File: config.mk
export PLATFORM = sky130hd
export DESIGN_NAME = loop_fifo
export DESIGN_NICKNAME = d
export VERILOG_FILES = /design/src/rtl/buffer_pkg.sv /design/src/rtl/loop_fifo_ring_mem.sv /design/src/rtl/loop_fifo.sv
export SDC_FILE = /design/constraint.sdc
export NUM_CORES = 2
export LEC_CHECK = 0
export ABC_CLOCK_PERIOD_IN_PS = 5600
export CORE_AREA = 2 2 405 407
export CTS_CLUSTER_DIAMETER = 80
export CTS_CLUSTER_SIZE = 20
export DETAILED_ROUTE_END_ITERATION = 8
export DIE_AREA = 0 0 407 409
export PLACE_DENSITY_LB_ADDON = 0.15
export SYNTH_ARGS = -nofsm -noshare
export SYNTH_HDL_FRONTEND = slang
export SYNTH_SLANG_ARGS = --single-unit
File: constraint.sdc
create_clock -name clk -period 5.6 [get_ports clk]
set_input_delay 0.56 -clock clk [delete_from_list [all_inputs] [get_ports clk]]
set_output_delay 0.56 -clock clk [all_outputs]
set_load 0.02 [all_outputs]
File: src/rtl/buffer_pkg.sv
// rtl/buffer_pkg.sv - shared types and pointer helpers for buffer blocks
//
// Contents:
//   loop_fifo_mode_e : read-port mode (MODE_FIFO consumes, MODE_LOOP replays)
//   ptr_next         : advance a ring pointer inside the window [base, base+len-1]
package buffer_pkg;

  typedef enum logic {
    MODE_FIFO = 1'b0,
    MODE_LOOP = 1'b1
  } loop_fifo_mode_e;

  // Advance ptr by one. It wraps back to base after the last element of the
  // window (base + len - 1). The arithmetic is modulo (mask + 1), and mask is
  // DEPTH - 1 of the caller's ring. The caller narrows the result to its
  // pointer width. len must be non-zero.
  function automatic logic [31:0] ptr_next(input logic [31:0] ptr,
                                           input logic [31:0] base,
                                           input logic [31:0] len,
                                           input logic [31:0] mask);
    logic [31:0] last;
    last = (base + len - 32'd1) & mask;
    if ((ptr & mask) == last) begin
      return base & mask;
    end
    return (ptr + 32'd1) & mask;
  endfunction

endpackage

File: src/rtl/loop_fifo_ring_mem.sv
// rtl/loop_fifo_ring_mem.sv - DEPTH x DATA_WIDTH storage, sync write, async read
//
// Ports:
//   clk   : write clock
//   we    : write enable
//   waddr : write address
//   wdata : write word
//   raddr : read address
//   rdata : combinational read word at raddr (contents before this edge's write)
module ring_mem #(
  parameter int DATA_WIDTH = 8,
  parameter int DEPTH      = 256,
  parameter int ADDR_WIDTH = $clog2(DEPTH)
) (
  input  logic                  clk,
  input  logic                  we,
  input  logic [ADDR_WIDTH-1:0] waddr,
  input  logic [DATA_WIDTH-1:0] wdata,
  input  logic [ADDR_WIDTH-1:0] raddr,
  output logic [DATA_WIDTH-1:0] rdata
);

  // Storage has no reset, so it maps onto plain RAM.
  logic [DATA_WIDTH-1:0] mem [DEPTH];

  always_ff @(posedge clk) begin
    if (we) begin
      mem[waddr] <= wdata;
    end
  end

  assign rdata = mem[raddr];

endmodule

File: src/rtl/loop_fifo.sv
// rtl/loop_fifo.sv - word buffer with FIFO and cyclic LOOP playback read modes
//
// Ports:
//   clk, rst_n  : clock, asynchronous active-low reset
//   clear       : synchronous flush, overrides every other input
//   loop_mode   : 0 = FIFO (reads consume), 1 = LOOP (reads replay stored words)
//   wr_valid/wr_ready/wr_data : write port, wr_ready = !full
//   rd_valid/rd_ready/rd_data : registered read port
//   count, empty, full        : occupancy
//   overflow    : sticky flag, set when a write is attempted while full
//   wr_ptr_dbg  : tail pointer
//   rd_ptr_dbg  : address of the presented entry
module loop_fifo
  import buffer_pkg::*;
#(
  parameter int DATA_WIDTH = 8,
  parameter int DEPTH      = 256,
  parameter int ADDR_WIDTH = $clog2(DEPTH)
) (
  input  logic                  clk,
  input  logic                  rst_n,
  input  logic                  clear,
  input  logic                  loop_mode,
  input  logic                  wr_valid,
  output logic                  wr_ready,
  input  logic [DATA_WIDTH-1:0] wr_data,
  output logic                  rd_valid,
  input  logic                  rd_ready,
  output logic [DATA_WIDTH-1:0] rd_data,
  output logic [ADDR_WIDTH:0]   count,
  output logic                  empty,
  output logic                  full,
  output logic                  overflow,
  output logic [ADDR_WIDTH-1:0] wr_ptr_dbg,
  output logic [ADDR_WIDTH-1:0] rd_ptr_dbg
);

  localparam int          CW       = ADDR_WIDTH + 1;
  localparam logic [31:0] PTR_MASK = 32'(DEPTH - 1);

  logic [ADDR_WIDTH-1:0] head, tail, play;
  logic [CW-1:0]         count_q;
  loop_fifo_mode_e       mode_q, mode_in;
  logic                  rd_valid_q;
  logic [DATA_WIDTH-1:0] rd_data_q;
  logic                  overflow_q;

  logic                  wr_fire, hs, pop, adv, mode_change, avail, load;
  logic [ADDR_WIDTH-1:0] head_n, tail_n, play_n, rd_addr_n;
  logic [CW-1:0]         count_after_pop, count_n;
  logic [DATA_WIDTH-1:0] mem_rdata;

  assign mode_in     = loop_fifo_mode_e'(loop_mode);
  assign full        = (count_q == CW'(DEPTH));
  assign empty       = (count_q == '0);
  assign wr_ready    = !full;

  assign wr_fire     = wr_valid && !full;
  assign hs          = rd_valid_q && rd_ready;
  // A handshake always completes under the registered mode. This also holds
  // on the edge where loop_mode changes.
  assign pop         = hs && (mode_q == MODE_FIFO);
  assign adv         = hs && (mode_q == MODE_LOOP);
  assign mode_change = (mode_in != mode_q);

  always_comb begin
    head_n          = pop ? head + ADDR_WIDTH'(1) : head;
    tail_n          = wr_fire ? tail + ADDR_WIDTH'(1) : tail;
    count_after_pop = pop ? count_q - CW'(1) : count_q;
    count_n         = count_after_pop + CW'(wr_fire);

    // The loop window uses count from before this edge's write. A word that
    // lands on the wrapping edge therefore joins the next lap.
    play_n = play;
    if (mode_change) begin
      play_n = head_n;
    end else if (adv) begin
      play_n = ADDR_WIDTH'(ptr_next(32'(play), 32'(head), 32'(count_q), PTR_MASK));
    end

    rd_addr_n = (mode_q == MODE_LOOP) ? play_n : head_n;

    // The output register only loads words already in memory. A word written
    // on this edge becomes visible one edge later.
    avail = (count_after_pop != '0);
    load  = !rd_valid_q || rd_ready;
  end

  ring_mem #(
    .DATA_WIDTH(DATA_WIDTH),
    .DEPTH     (DEPTH),
    .ADDR_WIDTH(ADDR_WIDTH)
  ) u_mem (
    .clk  (clk),
    .we   (wr_fire && !clear),
    .waddr(tail),
    .wdata(wr_data),
    .raddr(rd_addr_n),
    .rdata(mem_rdata)
  );

  always_ff @(posedge clk or negedge rst_n) begin
    if (!rst_n) begin
      head       <= '0;
      tail       <= '0;
      play       <= '0;
      count_q    <= '0;
      mode_q     <= MODE_FIFO;
      rd_valid_q <= 1'b0;
      rd_data_q  <= '0;
      overflow_q <= 1'b0;
    end else if (clear) begin
      head       <= '0;
      tail       <= '0;
      play       <= '0;
      count_q    <= '0;
      mode_q     <= mode_in;
      rd_valid_q <= 1'b0;
      overflow_q <= 1'b0;
    end else begin
      head    <= head_n;
      tail    <= tail_n;
      play    <= play_n;
      count_q <= count_n;
      mode_q  <= mode_in;
      if (wr_valid && full) begin
        overflow_q <= 1'b1;
      end
      // A mode switch inserts one bubble. The entry at head is then presented.
      if (mode_change) begin
        rd_valid_q <= 1'b0;
      end else if (load) begin
        rd_valid_q <= avail;
        if (avail) begin
          rd_data_q <= mem_rdata;
        end
      end
    end
  end

  assign rd_valid   = rd_valid_q;
  assign rd_data    = rd_data_q;
  assign count      = count_q;
  assign overflow   = overflow_q;
  assign wr_ptr_dbg = tail;
  assign rd_ptr_dbg = (mode_q == MODE_LOOP) ? play : head;

endmodule

==> results.sh <==
export IMPL_skew_ps=60.9
export IMPL_die_h_um=409
export IMPL_critPathKind="reg -> reg"
export IMPL_synth_most_common_cell="edfxtp_1"
export IMPL_synth_area_leader_cell="edfxtp_1"
export IMPL_yosysUniqueCellTypes=92
export IMPL_period_needed_ps=5490
export IMPL_hold_viol_final=0
export IMPL_slowest_stage="fa_1"
export IMPL_drt_iter0_markers=8803
export IMPL_core_um2=162000
export IMPL_finalSetupViolCount=0
export IMPL_cts_max_path_buffers=3
export IMPL_endpoint_kind="flip-flop"
export IMPL_insertion_delay_ps=820
export IMPL_postLayoutCellArea_um2=96100
export IMPL_synth_edf_count=2048
export IMPL_cts_tree="done"
export IMPL_leakage_nw=32.7
export IMPL_firstDrtPassIters=9
export IMPL_place_gp_congestion=0.978
export IMPL_start_util_pct=52.8
export IMPL_grt_pass1_wl_um=395000
export IMPL_grt_pass1_vias=53669
export IMPL_track_usage_pct=33.1
export IMPL_combPwrFrac_pct=12.4
export IMPL_vdd_drop_max_mv=0.314
export IMPL_fin_tns_setup_ps=0
export IMPL_dr_total_vias=57810
export IMPL_viasPerCell=6.51
export IMPL_drive_above_1_share_pct=12.2
export IMPL_critPathBufInv=7
export IMPL_netlist_area_um2=85600
export IMPL_hold_class="in -> reg"
export IMPL_setup_ws_ps=105
export IMPL_critPathMaxStageDelay_ps=570
export IMPL_post_dp_hpwl_um=177000
export IMPL_async_flop_share_pct=2.10
export IMPL_clk_root_buffer_cell="clkbuf_16"
export IMPL_ant_nets=0
export IMPL_rsz0062_at_grt="yes"
export IMPL_areaGrowthSynthToFinish_pct=12.2
export IMPL_pre_cts_ws_ps=-343
export IMPL_slew_headroom_pct=16.2
export IMPL_worstPathCellList="inv_1 > ha_1 > inv_1 > ha_1 > inv_1 > fa_1 > xor2_1 > nand3_1 > nor4b_4 > and2_4 > buf_4 > a41oi_4 > and2_4 > buf_12 > nor2_4 > buf_12 > buf_4 > nand3_1 > nand3_1 > o21ai_0 > o21ai_0 > nand4_1 > a2111o_1"
export IMPL_clock_sinks=2092
export IMPL_avgSynthCellArea_um2=13.5
export IMPL_antenna_found_initial=10
export IMPL_io_pins=52
export IMPL_num_rows=148
export IMPL_wirelength_um=281000
export IMPL_synth_top_area_share_pct=71.8
export IMPL_detail_route_wl_per_cell_um=31.7
export IMPL_critPathLaunchType="flip-flop"
export IMPL_synth_warnings=0
export IMPL_maxCapViolations=0
export IMPL_grt_ovfl_total=0
export IMPL_r2r_slack_ps=110
export IMPL_power_density_nw_per_um2=318
export IMPL_pwr_share_clk_pct=31.1
export IMPL_arrival_ps=6200
export IMPL_intPower_mw=22.8
export IMPL_dieArea_um2=166000
export IMPL_worstMarginPinSlew_ps=1250
export IMPL_swShare_pct=25.4
export IMPL_register_area_um2=62600
export IMPL_cts_inserted_buffers=121
export IMPL_grt_max_degree=172
export IMPL_drc=0
export IMPL_power_switching_mw=7.77
export IMPL_port_buffers=51
export IMPL_multiInputGateArea_um2=20900
export IMPL_synth_nets=6378
export IMPL_worstPathMaxFanout=16
export IMPL_ys_top_cells_by_count="edfxtp_1 (2048), nand2_1 (1505), nand3_1 (399)"
export IMPL_cp_data_required_time_ps=6310
export IMPL_fmax_mhz=182
export IMPL_placed_area_um2=91800
export IMPL_syn_inst=6341
export IMPL_status="finished clean"
export IMPL_synth_seq_cells=2092
export IMPL_nFillCells=12716
export IMPL_clkTransAtPathRegs_ps=90
export IMPL_synth_flop_cell="edfxtp_1"
export IMPL_die_w_um=407
export IMPL_htree_levels=3
export IMPL_p_seq_share_pct=56.6
export IMPL_final_util_pct=59.3
export IMPL_slew_violations=0
export IMPL_synthTopCellsByArea="edfxtp_1 (72%), nand2_1 (6.6%), mux2i_1 (2.4%)"
export IMPL_final_nets=6683
export IMPL_min_period_over_period_pct=98.1
export IMPL_cp_top_family="simple AND/OR/NAND/NOR gates"
export IMPL_ys_seq_area_share_pct=73.1
-- cells in the final DEF, fill, tap and decap left out, types with 8 or more instances in the layout --
cell type        instances
dfrtp_1                 44
nor3_1                  39
buf_4                  464
a22oi_1                 41
nand3_1                396
ha_1                    22
a221oi_1                24
a211oi_2                 9
o211ai_1                12
nand2_1               1496
nand4_1                 52
a2111oi_0                8
o21ai_0                 65
clkbuf_8                 8
a211oi_1               109
buf_12                  87
o221ai_1                10
nor2_1                 343
inv_1                   31
nand2_2                  9
mux2i_1                205
clkdlybuf4s50_1         41
o2111ai_1               13
nor2_4                   9
o22ai_1                 26
edfxtp_1              2048
a32oi_1                 67
xnor2_1                 26
and3_1                 195
clkbuf_16              130
a31oi_1                145
o21ai_1                 10
xor2_1                  16
a21oi_1                124
a311oi_1               131
nor2b_1                 13
clkbuf_1                27
nor4_1                  11
-- state kept, by name, summed over array words and instances, names as in the netlist --
name        flops
wr_ptr_dbg      8
overflow        1
count           9
mode_q          1
u_mem.mem    2048
rd_valid        1
play            8
rd_data         8
head            8
-- power groups by stage --
stage | registers, mW | clock network [mW] | logic, mW
final | 17.3 | 9.50 | 3.78
after global routing | 17.3 | 10.0 | 3.95
after CTS | 17.3 | 9.49 | 3.62
after detailed placement | 17.7 | 0 | 3.59
after global placement | 17.7 | 0 | 3.56
after floorplan | 17.6 | 0 | 1.77
-- metal layers --
layer  vias to the layer above  GRT usage, %  wire length [um]
li1                      24377             -                 -
met1                     29060          47.4            109000
met2                      3740          48.9            125000
met3                       627          7.39             33800
met4                         6          14.6             13500
met5                         -             0                32
-- cell type report --
| type | instances | share of cell area [%] |
|---|---|---|
| Antenna cell | 6 | 0.0156 |
| Clock buffer | 151 | 3.34 |
| Clock inverter | 29 | 0.418 |
| Inverter | 32 | 0.125 |
| Multi-Input combinational cell | 3781 | 21.7 |
| Sequential cell | 2092 | 65.2 |
| Tap cell | 2175 | 2.83 |
| Timing Repair Buffer | 618 | 6.36 |
-- worst register-to-register path: cells and delay by family, from the launching register on --
family	cells	cell delay, ps
and+or+nand+nor	8	1690
AOI/OAI and AO/OA	4	1110
buffers and inverters	7	1040
adders and majority gates	3	1020
DFF	1	360
xor gates and xnor gates	1	160
-- logic make-up after synthesis --
| group | share of synthesized area (%) |
|---|---|
| compound gates | 7.57 |
| xor+xnor | 0.430 |
| fa+ha+maj | 0.345 |
| buf+inv | 2.87 |
| flops | 73.1 |
| mux | 2.62 |
| simple gates | 13.1 |
-- stage by stage --
stage                     hold slack [ps]  instances  power [mW]
final                                 331       8884        30.6
after global routing                  343       8878        31.3
after CTS                             309       8851        30.4
after detailed placement              497       8667        21.2
after global placement                488       8667        21.2
after floorplan                       264       6341        19.4
-- path summary, 6_finish.rpt --
path                                 start           endpoint  depth (start not counted)
worst max-delay path              count[1]         rd_data[2]                         23
worst min register to register    overflow           overflow                          2
worst min-delay path            wr_data[3]  u_mem.mem[239][3]                          1
min in group asynchronous            rst_n           count[7]                          3
worst max register to register    count[1]         rd_data[2]                         23
max in group asynchronous            rst_n         rd_data[0]                          3
-- what timing repair did --
item                       in CTS  in global routing
hold buffers                    1                  0
setup endpoints to repair       7                  8
buffers inserted                2                 20
cloned                          1                  7
pin swaps                       3                 16
hold endpoints to repair       44                  0
gates resized for setup        11                 32
Note: power is estimated with default switching activity, not from simulation.
